## config.mk

```make
export PLATFORM = sky130hd
export DESIGN_NAME = serial_addsub
export DESIGN_NICKNAME = d
export VERILOG_FILES = /design/src/rtl/alu_pkg.sv /design/src/rtl/serial_addsub_digit_adder.sv /design/src/rtl/serial_addsub.sv
export SDC_FILE = /design/constraint.sdc
export NUM_CORES = 1
export LEC_CHECK = 0
export ABC_CLOCK_PERIOD_IN_PS = 3800
export BUFFER_PORTS_ARGS = -buffer_cell sky130_fd_sc_hd__buf_2
export CORE_AREA = 2 2 90 156
export DETAILED_ROUTE_END_ITERATION = 10
export DIE_AREA = 0 0 92 158
export PLACE_DENSITY_LB_ADDON = 0.05
export SLEW_MARGIN = 0
export SYNTH_ARGS = -nofsm -noshare
export SYNTH_HDL_FRONTEND = slang
export SYNTH_HIERARCHICAL = 1
export SYNTH_SLANG_ARGS = --single-unit
```

## constraint.sdc

```tcl
create_clock -name clk -period 3.8 [get_ports clk]
set_input_delay 0.57 -clock clk [delete_from_list [all_inputs] [get_ports clk]]
set_output_delay 0.57 -clock clk [all_outputs]
set_load 0.05 [all_outputs]
```

## src/rtl/alu_pkg.sv

```systemverilog
// Shared types and sizing helpers for the sequential ALU blocks.
// Latency: n/a (declarations only).
// Backpressure: n/a.
package alu_pkg;

    typedef enum logic [1:0] {
        IDLE = 2'd0,
        RUN  = 2'd1,
        DONE = 2'd2
    } state_t;

    localparam int WIDTH_DEF = 32;
    localparam int DIGIT_DEF = 4;
    localparam int NDIG_DEF  = WIDTH_DEF / DIGIT_DEF;

    // Digit counter must be able to hold the digit count itself.
    function automatic int cnt_width(input int ndig);
        return $clog2(ndig + 1);
    endfunction

endpackage

```

## src/rtl/serial_addsub_digit_adder.sv

```systemverilog
// Combinational DIGIT-bit adder with carry-in and carry-out.
// Latency: 0 cycles (purely combinational).
// Backpressure: none.
module digit_adder #(
    parameter int DIGIT = 4
) (
    input  logic [DIGIT-1:0] a_i,
    input  logic [DIGIT-1:0] b_i,
    input  logic             c_i,
    output logic [DIGIT-1:0] sum_o,
    output logic             c_o
);

    logic [DIGIT:0] total;

    assign total = {1'b0, a_i} + {1'b0, b_i} + {{DIGIT{1'b0}}, c_i};
    assign sum_o = total[DIGIT-1:0];
    assign c_o   = total[DIGIT];

endmodule

```

## src/rtl/serial_addsub.sv

```systemverilog
// Digit-serial WIDTH-bit add/subtract with carry/borrow out and signed overflow.
// Latency: WIDTH/DIGIT+1 cycles from accepted start to the done pulse.
// Backpressure: none; start is ignored while busy, accepted in IDLE or DONE.
module serial_addsub
    import alu_pkg::*;
#(
    parameter int WIDTH = 32,
    parameter int DIGIT = 4
) (
    input  logic             clk,
    input  logic             rst_n,
    input  logic             start,
    input  logic             sub,
    input  logic [WIDTH-1:0] A,
    input  logic [WIDTH-1:0] B,
    input  logic             cin,
    output logic             busy,
    output logic             done,
    output logic [WIDTH:0]   S,
    output logic             ovf
);

    localparam int NDIG = WIDTH / DIGIT;
    localparam int CW   = cnt_width(NDIG);

    if (WIDTH % DIGIT != 0) begin : g_bad_digit
        $error("serial_addsub: DIGIT must divide WIDTH");
    end

    state_t           state_q, state_d;
    logic [WIDTH-1:0] a_q, a_d;
    logic [WIDTH-1:0] b_q, b_d;
    logic [WIDTH-1:0] acc_q, acc_d;
    logic [WIDTH:0]   s_q, s_d;
    logic [CW-1:0]    cnt_q, cnt_d;
    logic             carry_q, carry_d;
    logic             sub_q, sub_d;
    logic             amsb_q, amsb_d;
    logic             bmsb_q, bmsb_d;
    logic             ovf_q, ovf_d;

    logic [DIGIT-1:0]       dig_sum;
    logic                   dig_co;
    logic [WIDTH+DIGIT-1:0] acc_cat;
    logic [WIDTH-1:0]       acc_next;

    digit_adder #(.DIGIT(DIGIT)) u_digit_adder (
        .a_i   (a_q[DIGIT-1:0]),
        .b_i   (b_q[DIGIT-1:0]),
        .c_i   (carry_q),
        .sum_o (dig_sum),
        .c_o   (dig_co)
    );

    // New digit enters at the top; after NDIG digits the LSB digit sits at bit 0.
    assign acc_cat  = {dig_sum, acc_q};
    assign acc_next = acc_cat[WIDTH+DIGIT-1:DIGIT];

    // Next-state and datapath: subtract runs as A + ~B + ~cin, borrow = ~carry.
    always_comb begin
        state_d = state_q;
        a_d     = a_q;
        b_d     = b_q;
        acc_d   = acc_q;
        s_d     = s_q;
        cnt_d   = cnt_q;
        carry_d = carry_q;
        sub_d   = sub_q;
        amsb_d  = amsb_q;
        bmsb_d  = bmsb_q;
        ovf_d   = ovf_q;
        case (state_q)
            IDLE, DONE: begin
                state_d = IDLE;
                if (start) begin
                    state_d = RUN;
                    a_d     = A;
                    b_d     = sub ? ~B : B;
                    carry_d = sub ? ~cin : cin;
                    sub_d   = sub;
                    cnt_d   = '0;
                    amsb_d  = A[WIDTH-1];
                    bmsb_d  = sub ? ~B[WIDTH-1] : B[WIDTH-1];
                end
            end
            RUN: begin
                acc_d   = acc_next;
                a_d     = a_q >> DIGIT;
                b_d     = b_q >> DIGIT;
                carry_d = dig_co;
                cnt_d   = cnt_q + CW'(1);
                if (cnt_q == CW'(NDIG - 1)) begin
                    state_d = DONE;
                    s_d     = {sub_q ? ~dig_co : dig_co, acc_next};
                    ovf_d   = (amsb_q == bmsb_q) && (acc_next[WIDTH-1] != amsb_q);
                end
            end
            default: state_d = IDLE;
        endcase
    end

    // State and datapath registers; reset discards any operation in flight.
    always_ff @(posedge clk or negedge rst_n) begin
        if (!rst_n) begin
            state_q <= IDLE;
            a_q     <= '0;
            b_q     <= '0;
            acc_q   <= '0;
            s_q     <= '0;
            cnt_q   <= '0;
            carry_q <= 1'b0;
            sub_q   <= 1'b0;
            amsb_q  <= 1'b0;
            bmsb_q  <= 1'b0;
            ovf_q   <= 1'b0;
        end else begin
            state_q <= state_d;
            a_q     <= a_d;
            b_q     <= b_d;
            acc_q   <= acc_d;
            s_q     <= s_d;
            cnt_q   <= cnt_d;
            carry_q <= carry_d;
            sub_q   <= sub_d;
            amsb_q  <= amsb_d;
            bmsb_q  <= bmsb_d;
            ovf_q   <= ovf_d;
        end
    end

    assign busy = (state_q == RUN);
    assign done = (state_q == DONE);
    assign S    = s_q;
    assign ovf  = ovf_q;

endmodule

```

==> results.sh, run 1 <==
export IMPL_grt_pass1_vias=4086
export IMPL_finalSetupViolCount=0
export IMPL_synth_area_top_cells="dfrtp_1 58%, nand2_1 8.1%, mux2_2 6.6%"
export IMPL_start_kind="flop"
export IMPL_syn_nets=599
export IMPL_synth_top_area_cell="dfrtp_1"
export IMPL_slew_violations=0
export IMPL_drtPass1Iterations=5
export IMPL_reg2reg_depth=5
export IMPL_peakVddDrop_mv=0.3547
export IMPL_worstReg2RegStart="state_q[1]$_DFFE_PN0P_"
export IMPL_layout_commonest_cell="dfrtp_1"
export IMPL_clock_fmax_mhz=439.3
export IMPL_htree_levels=4
export IMPL_endpoint_kind="output pin"
export IMPL_post_drt_via_cell_ratio=5.147
export IMPL_ctsHoldBuffers=0
export IMPL_synthArstFlopShare_pct=100.0
export IMPL_finalPower_w=0.006687
export IMPL_hold_viol_final=0
export IMPL_worstPathArrival_ps=1710
export IMPL_track_usage_pct=18.44
export IMPL_netlist_area_leader_share_pct=58.26
export IMPL_grt_pass1_wl_um=20930
export IMPL_avgSynthCellArea_um2=11.15
export IMPL_use_met3_pct=4.760
export IMPL_crit_type="reg2out"
export IMPL_clk_insertion_delay_late_ps=420
export IMPL_drcViolationCount=0
export IMPL_cts_resized=0
export IMPL_cp_slowest_stage_delay_ps=380
export IMPL_syn_area_um2=5842
export IMPL_synth_cells=524
export IMPL_crit_required_ps=3230
export IMPL_maxCapViolCount=0
export IMPL_path_clk_slew_ps=60
export IMPL_cts_root_buffer="clkbuf_16"
export IMPL_place_gp_congestion=0.7396
export IMPL_die_height_um=158
export IMPL_min_path_type="in2async"
export IMPL_seq_power_share_pct=37.5
export IMPL_met1_usage_pct=22.53
export IMPL_worstPathMaxFanout=28
export IMPL_rows=56
export IMPL_die_area_um2=14540
export IMPL_antenna_left=0
export IMPL_status="complete, no violations"
export IMPL_numPortBuffers=104
export IMPL_worstReg2RegEnd="S[4]$_DFFE_PN0P_"
export IMPL_n_antenna_cell=0
export IMPL_pwr_share_clk_pct=24.2
export IMPL_wl_per_cell_um=15.72
export IMPL_grt_max_degree=109
export IMPL_min_period_over_period_pct=59.90
export IMPL_pwr_share_comb_pct=38.3
export IMPL_nets=692
export IMPL_grt_ovfl_total=0
export IMPL_vias=4138
export IMPL_power_switching_w=0.002690
export IMPL_p_sw_share_pct=40.22
export IMPL_ys_flop_type="dfrtp_1"
export IMPL_grt_use_met2_pct=31.55
export IMPL_relSlewSlack_pct=35.30
export IMPL_cts_tree="built"
export IMPL_r2r_slack_ps=1710
export IMPL_die_w_um=92
export IMPL_routed_wl_um=12640
export IMPL_drtIter0Drc=156
export IMPL_tns_ps=0
export IMPL_cts_buffers_inserted=17
export IMPL_start_util_pct=43.88
export IMPL_antenna_found_initial=1
export IMPL_internal_power_w=0.003998
export IMPL_p_leak_nw=3.532
export IMPL_area_delta_synth_final_pct=21.12
export IMPL_worst_clock_skew_ps=10.06
export IMPL_power_density_nw_per_um2=945.1
export IMPL_cp_slowest_cell="inv_2"
export IMPL_worst_slew_pin_slew_ps=970.5
export IMPL_postCtsSetupRepairBufs=0
export IMPL_ios=105
export IMPL_fp_coreArea_um2=13310
export IMPL_dp_hpwl_um=8189
export IMPL_clock_path_buffers=2
export IMPL_synth_seq_cells=136
export IMPL_final_cell_mix="136 x dfrtp_1, 126 x nand2_1, 103 x buf_2, 34 x mux2_2, 31 x xnor2_1"
export IMPL_cts_num_sinks=136
export IMPL_finalCriticalPeriod_ps=2276
export IMPL_ys_types=28
export IMPL_grt_busiest_layer="met2"
export IMPL_rsz0062_at_grt="false"
export IMPL_yosysWarnings=6
export IMPL_synth_edf_count=0
export IMPL_yosysSeqAreaShare_pct=58.26
export IMPL_layout_drive_gt1_share_pct=29.21
export IMPL_crit_chain="nand2b_2, inv_2, buf_2"
-- synthesized netlist by cell type (4+ instances only) --
cell	n
a22oi_1	28
nor2b_1	4
clkbuf_1	10
inv_1	4
buf_1	10
xor2_1	5
nand2b_1	4
nand2_1	126
ha_1	4
a22o_1	9
xnor2_1	31
buf_2	14
mux2_2	34
a221o_1	29
nor2_1	29
nand3_1	30
dfrtp_1	136
-- area by class of cell --
class	count	area, um2
inverters	5	18.77
flip-flops and latches	136	3403
clock inverters	14	151.4
clock buffers	18	439.2
repair buffers	111	591.8
fillers	1245	6237
well taps	174	217.7
multi-input cells	346	2253
-- flip-flops by register name, summed over array words and instances, names as in the netlist --
name     cells
S           33
a_q         32
acc_q       28
amsb_q       1
b_q         32
bmsb_q       1
carry_q      1
cnt_q        4
ovf          1
state_q      2
sub_q        1
-- power groups by stage --
| stage | combinational [W] | sequential, W | clock (W) |
|---|---|---|---|
| after floorplan | 0.00149 | 0.00297 | 0 |
| after global placement | 0.00253 | 0.00252 | 0 |
| after detailed placement | 0.00260 | 0.00254 | 0 |
| after CTS | 0.00260 | 0.00252 | 0.00165 |
| after global routing | 0.00283 | 0.00260 | 0.00173 |
| final | 0.00256 | 0.00251 | 0.00162 |
-- stage by stage --
stage / worst slack, ps / utilization [%] / hold WS (ps) / instance area, um2 / instances
CTS: 1480 / 53.15 / 330.2 / 7076 / 804
global route: 1395 / 53.15 / 361.5 / 7076 / 804
floorplan: 1821 / - / 274.4 / 5842 / 524
detailed placement: 1699 / 48.71 / 466.6 / 6485 / 772
global placement: 1743 / 48.71 / 453.4 / 6485 / 772
finish: 1524 / 53.15 / 279.1 / 7076 / 804
-- kinds of logic (layout without fill, tap and decap cells) --
kind of cell               Yosys count  in the layout  share of synthesized area [%]
xor gates and xnor gates            36             36                          5.397
adders and majority gates            6              6                          1.542
DFF                                136            136                          58.26
muxes                               36             36                          6.897
AOI/OAI and AO/OA                   72             72                          10.56
buffers and inverters               42            148                          3.384
and+or+nand+nor                    196            196                          13.96
-- worst max path at each step --
stage / slack (ps) / to / depth (start not counted) / from
CTS: 1480 / busy / 3 / state_q[1]$_DFFE_PN0P_
finish: 1520 / busy / 3 / state_q[1]$_DFFE_PN0P_
global route: 1400 / busy / 3 / state_q[1]$_DFFE_PN0P_
floorplan: 1820 / busy / 4 / state_q[1]$_DFFE_PN0P_
global placement: 1740 / S[22]$_DFFE_PN0P_ / 5 / state_q[1]$_DFFE_PN0P_
detailed placement: 1700 / S[29]$_DFFE_PN0P_ / 5 / state_q[1]$_DFFE_PN0P_
-- worst max-delay path: cells and delay by family (launching register included) --
| kind | cells | cell delay [ps] |
|---|---|---|
| buffers and inverters | 2 | 740 |
| DFF | 1 | 360 |
| and+or+nand+nor | 1 | 180 |
-- routing by layer --
| layer | part of all wire [%] | wire length, um |
|---|---|---|
| met4 | 1.3 | 170 |
| met5 | 0.10 | 13 |
| met1 | 41 | 5223 |
| met3 | 4.3 | 545 |
| met2 | 53 | 6685 |
Note: power is estimated with default switching activity, not from simulation.
==> inputs of run 2 (changes only) <==
--- a/config.mk
+++ b/config.mk
@@ -5,7 +5,7 @@
 export SDC_FILE = /design/constraint.sdc
 export NUM_CORES = 1
 export LEC_CHECK = 0
-export ABC_CLOCK_PERIOD_IN_PS = 3800
+export ABC_CLOCK_PERIOD_IN_PS = 1950
 export BUFFER_PORTS_ARGS = -buffer_cell sky130_fd_sc_hd__buf_2
 export CORE_AREA = 2 2 90 156
 export DETAILED_ROUTE_END_ITERATION = 10
==> constraint.sdc (replaced) <==
create_clock -name clk -period 1.95 [get_ports clk]
set_input_delay 0.2925 -clock clk [delete_from_list [all_inputs] [get_ports clk]]
set_output_delay 0.2925 -clock clk [all_outputs]
set_load 0.05 [all_outputs]
==> results.sh, run 2 (synthesis results as in run 1) <==
export IMPL_antenna_left=0
export IMPL_antenna_found_initial=0
export IMPL_final_cell_mix="136 x dfrtp_1, 126 x nand2_1, 102 x buf_2, 34 x mux2_2"
export IMPL_grt_ovfl_total=0
export IMPL_p_leak_nw=3.621
export IMPL_grt_pass1_vias=4139
export IMPL_pwr_share_comb_pct=39.1
export IMPL_post_drt_via_cell_ratio=5.113
export IMPL_dp_hpwl_um=8450
export IMPL_cts_tree="built"
export IMPL_status="complete, no violations"
export IMPL_worstPathMaxFanout=2
export IMPL_dp_cells=778
export IMPL_clock_fmax_mhz=533.3
export IMPL_place_ws_ps=-35.06
export IMPL_pwr_share_clk_pct=24.4
export IMPL_maxCapViolCount=0
export IMPL_start_util_pct=43.88
export IMPL_worst_slew_pin_slew_ps=879.5
export IMPL_hold_viol_final=0
export IMPL_cts_num_sinks=136
export IMPL_power_density_nw_per_um2=1842
export IMPL_final_setup_worst_slack_ps=74.85
export IMPL_path_clk_slew_ps=60
export IMPL_numPortBuffers=104
export IMPL_min_period_over_period_pct=96.16
export IMPL_ios=105
export IMPL_nets=700
export IMPL_clk_insertion_delay_late_ps=410
export IMPL_layout_drive_gt1_share_pct=29.98
export IMPL_drtIter0Drc=200
export IMPL_worstReg2RegStart="a_q[0]$_DFFE_PN0P_"
export IMPL_finalPower_w=0.01335
export IMPL_start_kind="flop"
export IMPL_fp_coreArea_um2=13310
export IMPL_endpoint_kind="flop"
export IMPL_final_util_pct=54.44
export IMPL_die_area_um2=14540
export IMPL_htree_levels=4
export IMPL_peakVddDrop_mv=0.7714
export IMPL_place_gp_congestion=0.7198
export IMPL_cts_root_buffer="clkbuf_16"
export IMPL_largest_reg_flops=33
export IMPL_drcViolationCount=0
export IMPL_die_w_um=92
export IMPL_clock_path_buffers=2
export IMPL_internal_power_w=0.008121
export IMPL_p_sw_share_pct=39.17
export IMPL_slew_violations=0
export IMPL_relSlewSlack_pct=41.23
export IMPL_startpoint="a_q[0]$_DFFE_PN0P_"
export IMPL_rows=56
export IMPL_seq_power_share_pct=36.6
export IMPL_n_antenna_cell=0
export IMPL_cts_buffers_inserted=17
export IMPL_min_path_type="in2reg"
export IMPL_finalSetupViolCount=0
export IMPL_drtPass1Iterations=4
export IMPL_grt_pass1_wl_um=20890
export IMPL_crit_required_ps=2240
export IMPL_crit_type="reg2reg"
export IMPL_layout_commonest_cell="dfrtp_1"
export IMPL_vias=4147
export IMPL_wl_per_cell_um=15.42
export IMPL_routed_wl_um=12510
export IMPL_holdWs_ps=97.24
export IMPL_area_delta_synth_final_pct=24.05
export IMPL_grt_max_degree=51
export IMPL_die_height_um=158
export IMPL_worstPathArrival_ps=2160
export IMPL_track_usage_pct=18.19
export IMPL_worst_clock_skew_ps=7.322
export IMPL_hold_start="A[20]"
export IMPL_power_switching_w=0.005230
export IMPL_final_cells=811
export IMPL_finalCriticalPeriod_ps=1875
-- run 2: cell types whose count changed in the layout (fill, tap and decap cells not counted), moves of 2 or more --
cell        previous run  this run
clkbuf_1               0         2
buf_12                 1         7
clkinvlp_4             5         2
fa_2                   0         2
fa_1                   2         0
-- run 2: path summary, 6_finish.rpt --
kind,to,slack [ps],depth (start not counted)
worst max-delay path,S[32]$_DFFE_PN0P_,70,8
worst min-delay path,a_q[20]$_DFFE_PN0P_,100,3
worst max register to register,S[32]$_DFFE_PN0P_,70,8
worst min register to register,acc_q[6]$_DFFE_PN0P_,470,2
max in group asynchronous,amsb_q$_DFFE_PN0P_,950,3
min in group asynchronous,S[8]$_DFFE_PN0P_,390,2
-- run 2: repair_timing --
action / 4_1_cts / 5_1_grt
setup endpoints to repair: 3 / 3
hold buffers: 1 / 0
gates cloned: 0 / 0
hold endpoints to repair: 47 / 0
setup buffers: 0 / 1
resized for setup: 5 / 4
-- run 2: metal layers --
layer | global-route usage, % | part of all wire [%]
met1 | 22.72 | 43
met2 | 31.34 | 53
met3 | 4.188 | 3.5
met4 | 5.686 | 0.97
met5 | 0 | 0
-- run 2: worst max-delay path: stages, from the launching register on --
cell and delay [ps]:
dfrtp_1 400, fa_2 410, inv_1 80, fa_2 210
nor2b_1 50, o21ai_1 120, nand2b_1 100, xor2_1 140
mux2_2 260
-- run 2: through the flow --
stage | setup TNS (ps) | area, um2
3_5_place_dp | -37.14 | 6593
2_1_floorplan | 0 | 5842
4_1_cts | 0 | 7223
5_1_grt | -2.280 | 7247
3_3_place_gp | 0 | 6593
6_report | 0 | 7247
-- run 2: power groups by stage --
stage / Combinational, W / Sequential, W / Clock [W]
floorplan: 0.00290 / 0.00578 / 0
global placement: 0.00507 / 0.00490 / 0
detailed placement: 0.00519 / 0.00493 / 0
CTS: 0.00524 / 0.00490 / 0.00334
global route: 0.00574 / 0.00505 / 0.00347
finish: 0.00522 / 0.00488 / 0.00325
-- run 2: final cells by class --
type | instances | area, um2
clock buffers | 21 | 460.4
clock inverters | 10 | 145.1
fillers | 1256 | 6066
inverters | 5 | 18.77
multi-input cells | 346 | 2266
flip-flops and latches | 136 | 3403
well taps | 174 | 217.7
repair buffers | 119 | 735.7
